[src/rtl/delay_arb_pkg.sv]
// Shared types and the round-robin scan for the delay-unit arbiter.
// The default sizes here are the build configuration; the top's parameters default to them.
package delay_arb_pkg;

    localparam int N_REQ_DEF           = 2;
    localparam int DATA_WIDTH_DEF      = 5;
    localparam int MAX_OUTSTANDING_DEF = 4;

    localparam int ID_WIDTH = (N_REQ_DEF > 1) ? $clog2(N_REQ_DEF) : 1;

    typedef logic [ID_WIDTH-1:0] req_id_t;

    // First valid lane at or after ptr, wrapping; returns ptr when nothing is valid.
    function automatic req_id_t rr_pick(input logic [N_REQ_DEF-1:0] valid, input req_id_t ptr);
        req_id_t pick;
        logic    found;
        int      idx;
        pick  = ptr;
        found = 1'b0;
        for (int i = 0; i < N_REQ_DEF; i++) begin
            idx = (int'(ptr) + i) % N_REQ_DEF;
            if (!found && valid[idx]) begin
                pick  = req_id_t'(idx);
                found = 1'b1;
            end
        end
        return pick;
    endfunction

endpackage

[src/rtl/delay_arb_id_fifo.sv]
// In-order FIFO of requester IDs for requests currently inside the delay unit.
// Push and pop may both happen in one cycle; count stays unchanged then.
module delay_arb_id_fifo #(
    parameter int DEPTH = 4,
    parameter int WIDTH = 1
) (
    input  logic                       clk,
    input  logic                       rst,
    input  logic                       push,
    input  logic                       pop,
    input  logic [WIDTH-1:0]           din,
    output logic [WIDTH-1:0]           dout,
    output logic                       full,
    output logic                       empty,
    output logic [$clog2(DEPTH):0]     count
);

    localparam int PTR_W = $clog2(DEPTH);

    logic [WIDTH-1:0] mem [DEPTH];
    logic [PTR_W-1:0] wr_ptr;
    logic [PTR_W-1:0] rd_ptr;
    logic             do_push;
    logic             do_pop;

    assign full    = (count == (PTR_W+1)'(DEPTH));
    assign empty   = (count == '0);
    assign do_push = push & ~full;
    assign do_pop  = pop & ~empty;
    assign dout    = mem[rd_ptr];

    always_ff @(posedge clk) begin
        if (do_push) begin
            mem[wr_ptr] <= din;
        end
    end

    always_ff @(posedge clk or posedge rst) begin
        if (rst) begin
            wr_ptr <= '0;
            rd_ptr <= '0;
            count  <= '0;
        end else begin
            if (do_push) wr_ptr <= wr_ptr + 1'b1;
            if (do_pop)  rd_ptr <= rd_ptr + 1'b1;
            case ({do_push, do_pop})
                2'b10:   count <= count + 1'b1;
                2'b01:   count <= count - 1'b1;
                default: count <= count;
            endcase
        end
    end

endmodule

[src/rtl/delay_unit_arbiter.sv]
// Round-robin sharing of one in-order delay unit among N_REQ requesters,
// with an ID FIFO steering each response back to the lane that issued it.
module delay_unit_arbiter
    import delay_arb_pkg::*;
#(
    parameter int N_REQ           = N_REQ_DEF,
    parameter int DATA_WIDTH      = DATA_WIDTH_DEF,
    parameter int MAX_OUTSTANDING = MAX_OUTSTANDING_DEF
) (
    input  logic                                CLK,
    input  logic                                ASYNCRESET,
    input  logic [N_REQ*DATA_WIDTH-1:0]         REQ_data,
    input  logic [N_REQ-1:0]                    REQ_valid,
    output logic [N_REQ-1:0]                    REQ_ready,
    output logic [DATA_WIDTH-1:0]               RSP_data,
    output logic [N_REQ-1:0]                    RSP_valid,
    input  logic [N_REQ-1:0]                    RSP_ready,
    output logic [DATA_WIDTH-1:0]               DU_IN_data,
    output logic                                DU_IN_valid,
    input  logic                                DU_IN_ready,
    input  logic [DATA_WIDTH-1:0]               DU_OUT_data,
    input  logic                                DU_OUT_valid,
    output logic                                DU_OUT_ready,
    output logic [$clog2(MAX_OUTSTANDING):0]    OUTSTANDING,
    output logic                                ERR
);

    req_id_t rr_ptr;
    req_id_t lock_id;
    req_id_t grant;
    req_id_t head;
    logic    lock;
    logic    full;
    logic    empty;
    logic    accept;
    logic    pop;
    logic    err;

    // A stalled offer stays locked to its lane so data cannot change under backpressure.
    assign grant = lock ? lock_id : rr_pick(REQ_valid, rr_ptr);

    // Request outputs are forced low while reset is asserted, not just after the next edge.
    always_comb begin
        DU_IN_valid      = REQ_valid[grant] & ~full & ~ASYNCRESET;
        DU_IN_data       = REQ_data[int'(grant)*DATA_WIDTH +: DATA_WIDTH];
        REQ_ready        = '0;
        REQ_ready[grant] = DU_IN_ready & ~full & ~ASYNCRESET;
    end

    assign accept = DU_IN_valid & DU_IN_ready;

    always_comb begin
        RSP_valid       = '0;
        RSP_valid[head] = DU_OUT_valid & ~empty;
        RSP_data        = DU_OUT_data;
        DU_OUT_ready    = ~empty & RSP_ready[head];
    end

    assign pop = DU_OUT_valid & DU_OUT_ready;
    assign ERR = err;

    always_ff @(posedge CLK or posedge ASYNCRESET) begin
        if (ASYNCRESET) begin
            rr_ptr  <= '0;
            lock    <= 1'b0;
            lock_id <= '0;
            err     <= 1'b0;
        end else begin
            if (accept) begin
                rr_ptr <= req_id_t'((int'(grant) + 1) % N_REQ);
                lock   <= 1'b0;
            end else if (DU_IN_valid) begin
                lock    <= 1'b1;
                lock_id <= grant;
            end
            if (DU_OUT_valid && empty) begin
                err <= 1'b1;
            end
        end
    end

    delay_arb_id_fifo #(
        .DEPTH (MAX_OUTSTANDING),
        .WIDTH (ID_WIDTH)
    ) u_id_fifo (
        .clk   (CLK),
        .rst   (ASYNCRESET),
        .push  (accept),
        .pop   (pop),
        .din   (grant),
        .dout  (head),
        .full  (full),
        .empty (empty),
        .count (OUTSTANDING)
    );

endmodule

[config.mk]
export PLATFORM = sky130hd
export DESIGN_NAME = delay_unit_arbiter
export DESIGN_NICKNAME = d
export VERILOG_FILES = /design/src/rtl/delay_arb_pkg.sv /design/src/rtl/delay_arb_id_fifo.sv /design/src/rtl/delay_unit_arbiter.sv
export SDC_FILE = /design/constraint.sdc
export NUM_CORES = 1
export LEC_CHECK = 0
export CAP_MARGIN = 20
export CORE_UTILIZATION = 43
export CTS_BUF_LIST = sky130_fd_sc_hd__clkbuf_4 sky130_fd_sc_hd__clkbuf_8 sky130_fd_sc_hd__clkbuf_16
export CTS_CLUSTER_DIAMETER = 80
export DETAILED_ROUTE_END_ITERATION = 16
export PLACE_DENSITY = 0.91
export SLEW_MARGIN = 20
export SYNTH_ARGS = -nofsm -noshare
export SYNTH_HDL_FRONTEND = slang
export SYNTH_SLANG_ARGS = --single-unit
[constraint.sdc]
create_clock -name CLK -period 3.95 [get_ports CLK]
set_clock_uncertainty 0.2 [all_clocks]
set_input_delay 0.9875 -clock CLK [delete_from_list [all_inputs] [get_ports CLK]]
set_output_delay 0.9875 -clock CLK [all_outputs]
set_load 0.005 [all_outputs]
==> results of run 1 <==
## critical path, delay by kind of cell
kind                   cells  cell delay (ns)
buffers and inverters      3             1.18
AO/OA/AOI/OAI              1             0.41
multiplexers               1             0.10
## power groups by stage
stage / logic, uW / registers (uW) / clock network, uW
6_report: 496 / 286 / 87.1
5_1_grt: 542 / 296 / 96.4
4_1_cts: 497 / 287 / 90.1
3_5_place_dp: 440 / 290 / 0
3_3_place_gp: 424 / 285 / 0
2_1_floorplan: 250 / 279 / 0
## logic make-up after synthesis
| kind of cell | count (synthesis) | synth area share, % |
|---|---|---|
| mux | 9 | 13.1 |
| simple gates | 22 | 12.9 |
| compound gates | 7 | 7.28 |
| xor+xnor | 6 | 5.66 |
| fa+ha+maj | 7 | 9.97 |
| buf+inv | 16 | 8.49 |
| flops | 15 | 42.6 |
## layout make-up
type / instances / share of cell area, %
multi-input cells: 51 / 34.2
repair buffers: 42 / 29.3
flip-flops and latches: 15 / 29.0
clock buffers: 3 / 1.65
well taps: 27 / 2.47
clock inverters: 1 / 0.367
inverters: 11 / 3.02
## repair_timing
| action | in CTS | in global routing |
|---|---|---|
| buffers inserted | 4 | 0 |
| pin swaps | 0 | 0 |
| setup endpoints to repair | 7 | 3 |
| gates resized for setup | 14 | 2 |
## flip-flops by register name, indices dropped and copies added, names as in the netlist
signal,flops
u_id_fifo.mem,4
u_id_fifo.count,3
u_id_fifo.rd_ptr,2
u_id_fifo.wr_ptr,2
ERR,1
lock,1
lock_id,1
rr_ptr,1
## worst paths after layout
kind | from | to | slack (ns) | depth (start not counted)
max | REQ_valid[1] | DU_IN_valid | 0.08 | 5
min | ERR | ERR | 0.27 | 1
max reg2reg | u_id_fifo.count[0] | u_id_fifo.count[2] | 1.21 | 11
min reg2reg | ERR | ERR | 0.27 | 1
max in group asynchronous | ASYNCRESET | u_id_fifo.rd_ptr[1] | 2.32 | 2
min in group asynchronous | ASYNCRESET | lock_id | 0.93 | 2
## per-layer routing
layer	routed length [um]	vias up	part of all wire (%)	track usage (%)
met5	0	-	0	0
met3	151	9	8.2	4.09
met1	751	342	41	20.3
li1	-	354	-	-
met4	59	0	3.2	8.82
met2	874	43	48	29.6
## synthesized netlist by cell type (all sizes together), types with 2 or more instances
cell,number
inv,11
nor2,9
xnor2,2
mux2,5
buf,5
mux2i,3
nor3b,2
ha,5
xor2,4
o21ai,2
and3,4
edfxtp,4
dfrtp,11
## stage by stage
step                power, uW  utilization (%)
finish                    869             68.2
global route              935             68.2
CTS                       874             68.3
detailed placement        730             64.4
global placement          709             64.4
floorplan                 529                -
==> reports/metrics.yaml, run 1 <==
run_status:
  outcome: "finished clean"
setup_path:
  critPathCaptureType: "primary output"
  critPathMaxFanout: 3
  cp_cell_sequence: "clkdlybuf4s50_1 -> buf_4 -> mux2i_1 -> a2111oi_4 -> clkdlybuf4s50_1"
  critical_path.max_stage_delay_ns: 0.57
  cp.required_ns: 2.76
  crit_slowest_cell: "clkdlybuf4s50_1"
  cp_common_cell: "clkdlybuf4s50_1"
  critPathLaunchType: "input port"
  critPathKind: "in -> out"
  critPathArrivalTime_ns: 2.68
finish:
  area_growth_pct: 47.0
  multiInputGateArea_um2: 467
  antenna_cells: 0
  drive_gt1_share_pct: 24.4
  fin_nets: 153
  fin_area_um2: 1370
  stdcell_count: 150
  final_common_cell: "clkdlybuf4s50_1"
  layout_common_cells: "clkdlybuf4s50_1 (24), dfrtp_1 (11), inv_1 (11)"
  fill_cells: 143
  seq_area_um2: 395
power:
  leakage_uw: 0.000624
  pwr-share-comb_pct: 57.1
  netSwitchingFraction_pct: 34.6
  clock_power_share_pct: 10.0
  max-vdd-ir-drop_v: 0.000366
  p_per_area_nw_per_um2: 636
  power.internal_uw: 568
  p_seq_share_pct: 32.9
  p_sw_uw: 301
sta:
  hold_viol: 0
  tightest_slew_ns: 0.530
  period_needed_ns: 3.87
  final.setup.worst_slack_ns: 0.0797
  hold_ws_ns: 0.269
  setup_viol: 0
  clock.fmax_mhz: 258
  fin_crit_sh_pct: 98.0
  setup_tns_ns: 0
  rsz0062_at_grt: "no"
  max_slew_margin_pct: 64.6
  final_max_slew_viol_count: 0
worst_hold_path:
  hold_path.class: "reg -> reg"
logic_synthesis:
  synth_top_area_share_pct: 29.6
  syn_area_per_cell_um2: 11.3
  synth_warnings: 0
  synthDistinctLibCells: 29
  synth_cells: 82
  syn_nets: 111
  synthArstFlopShare_pct: 73.3
  synth_edf_count: 4
  syn_area_um2: 928
  synth.area.top_cells: "dfrtp_1 (30%), edfxtp_1 (13%), ha_1 (6.7%)"
  ys_seq_elements: 15
  synth_largest_area_cell: "dfrtp_1"
  yosysSeqAreaShare_pct: 42.6
  synthFlopType: "dfrtp_1"
global_routing:
  grt_max_degree: 12
  antenna_found_initial: 0
  grt_pass1_wl_um: 3150
  grt_use_total_pct: 17.3
  gr-total-overflow: 0
  grt_pass1_vias: 744
detailed_routing:
  vias: 748
  drtIter0Drc: 18
  routed_wl_um: 1840
  ant_nets: 0
  drc: 0
  first_pass_iters: 4
  viasPerCell: 4.99
  wl_per_cell_um: 12.2
clocking:
  path_clk_slew_ns: 0.09
  cts_tree: "built"
  htree_num_levels: 1
  clockBufferDepth: 2
  cts_root_buf: "clkbuf_4"
  worstSkewPairLatency_ns: 0.28
  ctsHoldBuffers: 0
  cts_sinks: 15
  cts_buffers: 3
floorplan:
  die_h_um: 48.5
  io_pins: 43
  fp.dieW_um: 48.5
  die_area_um2: 2350
  rows: 16
  initial_utilization_pct: 46.4
  core_um2: 2000
placed_design:
  dpl_cell_area_um2: 1290
  dp_cells: 142
  hpwl_um: 1420
  port_buffers: 32
  gp_congestion: 0.803
  dp_slack_ns: -0.242
run:
  cap_violations: 0
Power figures use the tool's default switching activity.
==> inputs of run 2 (changes only) <==
SLEW_MARGIN = 5   (was 20)
==> results of run 2 <==
No change in the layout: final DEF, timing and power equal those of run 1.
==> inputs of run 3 (changes only) <==
GPL_TIMING_DRIVEN = 1   (was unset)
clock period = 4.76 ns   (was 3.95 ns; I/O delays follow)
==> run 3 against run 2 <==
Largest cell class unchanged. Clock power fell by 12%. Largest power group unchanged. Highest routed layer unchanged. Critical path type unchanged. Register-to-register slack improved by 0.87 ns. Cell count fell by 6.0%.
==> reports/metrics.yaml, run 3 (same netlist as run 1, synthesis figures left out) <==
run_status:
  outcome: "finished clean"
floorplan:
  die_h_um: 48.5  # unchanged
  fp.dieW_um: 48.5  # unchanged
  rows: 16  # unchanged
  initial_utilization_pct: 46.4  # unchanged
  core_um2: 2000  # unchanged
  io_pins: 43  # unchanged
  die_area_um2: 2350  # unchanged
finish:
  layout_common_cells: "clkdlybuf4s50_1 (32), dfrtp_1 (11), inv_1 (11)"
  drive_gt1_share_pct: 16.7  # -7.7 points
  reg_top3: "u_id_fifo.mem x4, u_id_fifo.count x3"
  final_common_cell: "clkdlybuf4s50_1"
  area_growth_pct: 38.1
  regMostFlops: "u_id_fifo.mem"
  antenna_cells: 0  # unchanged
  fill_cells: 155  # +8.4%
  largest_register_ffs: 4  # unchanged
  fin_nets: 144  # -5.9%
setup_path:
  cp.required_ns: 3.37  # +0.61 ns
  crit_slowest_cell: "clkdlybuf4s50_1"
  critPathMaxFanout: 9  # +6
  cp_cell_sequence: "clkdlybuf4s50_1 -> inv_1 -> maj3_1 -> mux2i_4 -> mux2_2 -> clkdlybuf4s50_1"
  critical_path.max_stage_delay_ns: 0.50  # -0.07 ns
  critPathArrivalTime_ns: 3.23  # +0.55 ns
  crit_start: "REQ_valid[0]"
  critPathKind: "in -> out"
  critPathCaptureType: "primary output"
  cp_common_cell: "clkdlybuf4s50_1"
  r2r-start: "u_id_fifo.count[0]"
  critPathLaunchType: "input port"
clocking:
  htree_num_levels: 1  # unchanged
  ctsHoldBuffers: 0  # unchanged
  cts_buffers: 3  # unchanged
  path_clk_slew_ns: 0.09  # about the same
  ctsResizeCount: 0  # -14
  cts_tree: "built"
  cts_root_buf: "clkbuf_4"
  cts_setup_buffers: 0  # -4
  cts_sinks: 15  # unchanged
  clockBufferDepth: 2  # unchanged
  worstSkewPairLatency_ns: 0.28  # about the same
global_routing:
  antenna_found_initial: 0  # unchanged
  grt_use_total_pct: 16.5  # -0.80 points
  grt_pass1_vias: 700  # -5.9%
  gr-total-overflow: 0  # unchanged
  grt_pass1_wl_um: 3010  # -4.6%
  grt_max_degree: 12  # unchanged
placed_design:
  hpwl_um: 1420  # unchanged
  port_buffers: 32  # unchanged
  gp_congestion: 0.792  # -1.4%
sta:
  clock.fmax_mhz: 216
  setup_tns_ns: 0  # unchanged
  fin_crit_sh_pct: 97.1
  rsz0062_at_grt: "no"
  tightest_slew_ns: 0.437  # -0.0931 ns
  hold_ws_ns: 0.268  # -0.00154 ns
  setup_viol: 0  # unchanged
  final_max_slew_viol_count: 0  # unchanged
  period_needed_ns: 4.62
  max_slew_margin_pct: 70.8  # +6.2 points
  hold_viol: 0  # unchanged
detailed_routing:
  wl_per_cell_um: 12.0  # -1.7%
  viasPerCell: 4.91  # -1.4%
  drc: 0  # unchanged
  ant_nets: 0  # unchanged
  routed_wl_um: 1700  # -7.6%
  vias: 693  # -7.4%
  drtIter0Drc: 12  # -6
  first_pass_iters: 2  # -2
worst_hold_path:
  hold_path.class: "reg -> reg"
  hp-start: "ERR"
power:
  max-vdd-ir-drop_v: 0.000263  # -28%
  p_per_area_nw_per_um2: 513  # -19%
  leakage_uw: 0.000542  # -13%
run:
  cap_violations: 0  # unchanged
==> run 3: changes by cell type in the layout (fill, tap and decap cells not counted), moves of 2 or more <==
cell	delta
buf_4	-8
clkdlybuf4s15_1	-2
dlygate4sd2_1	-4
clkdlybuf4s50_1	+8
mux2_4	-3
mux2_2	+3
==> run 3: layout make-up <==
cell class | instances | area [um^2] | share of cell area (%)
inverters | 11 | 41.3 | 3.22
flip-flops and latches | 15 | 395 | 30.8
repair buffers | 33 | 328 | 25.6
multi-input cells | 51 | 454 | 35.4
clock buffers | 4 | 30.0 | 2.34
well taps | 27 | 33.8 | 2.63
==> run 3: worst max-delay path, delay by kind of cell <==
| kind | cells | cell delay [ns] |
|---|---|---|
| muxes | 2 | 0.68 |
| adders and majority gates | 1 | 0.36 |
| buffers and inverters | 3 | 0.99 |
==> run 3: worst paths after layout <==
kind                                       end  slack [ns]  depth (start not counted)
max                              DU_IN_data[1]        0.14                          6
min                                        ERR        0.27                          1
max reg2reg                 u_id_fifo.count[2]        2.08                         11
min reg2reg                                ERR        0.27                          1
max in group asynchronous  u_id_fifo.rd_ptr[0]        2.97                          2
min in group asynchronous              lock_id        1.10                          2
==> run 3: report_power, final <==
part / switching [uW] / total [uW] / leakage [uW] / internal [uW]
Sequential: 49.9 / 236 / 0.000161 / 186
Combinational: 139 / 345 / 0.000363 / 207
Clock: 38.3 / 76.5 / 0.0000184 / 38.2
Total: 227 / 658 / 0.000542 / 431
==> run 3: through the flow <==
step | instances | setup slack [ns] | cell area, um^2 | power (uW) | util (%)
2_1_floorplan | 82 | 1.16 | 928 | 439 | -
3_3_place_gp | 137 | 0.158 | 1250 | 571 | 62.6
3_5_place_dp | 137 | 0.121 | 1250 | 588 | 62.6
4_1_cts | 141 | 0.118 | 1280 | 666 | 64.1
5_1_grt | 141 | 0.0482 | 1280 | 719 | 64.1
6_report | 141 | 0.140 | 1280 | 658 | 64.1
==> run 3: per-layer routing <==
layer	wire (um)	GRT usage, %	share of wire [%]	vias to the layer above
met5	0	0	0	-
met1	650	18.3	38	321
met4	16	4.41	0.94	0
met3	123	4.40	7.2	2
li1	-	-	-	338
met2	906	31.0	53	32
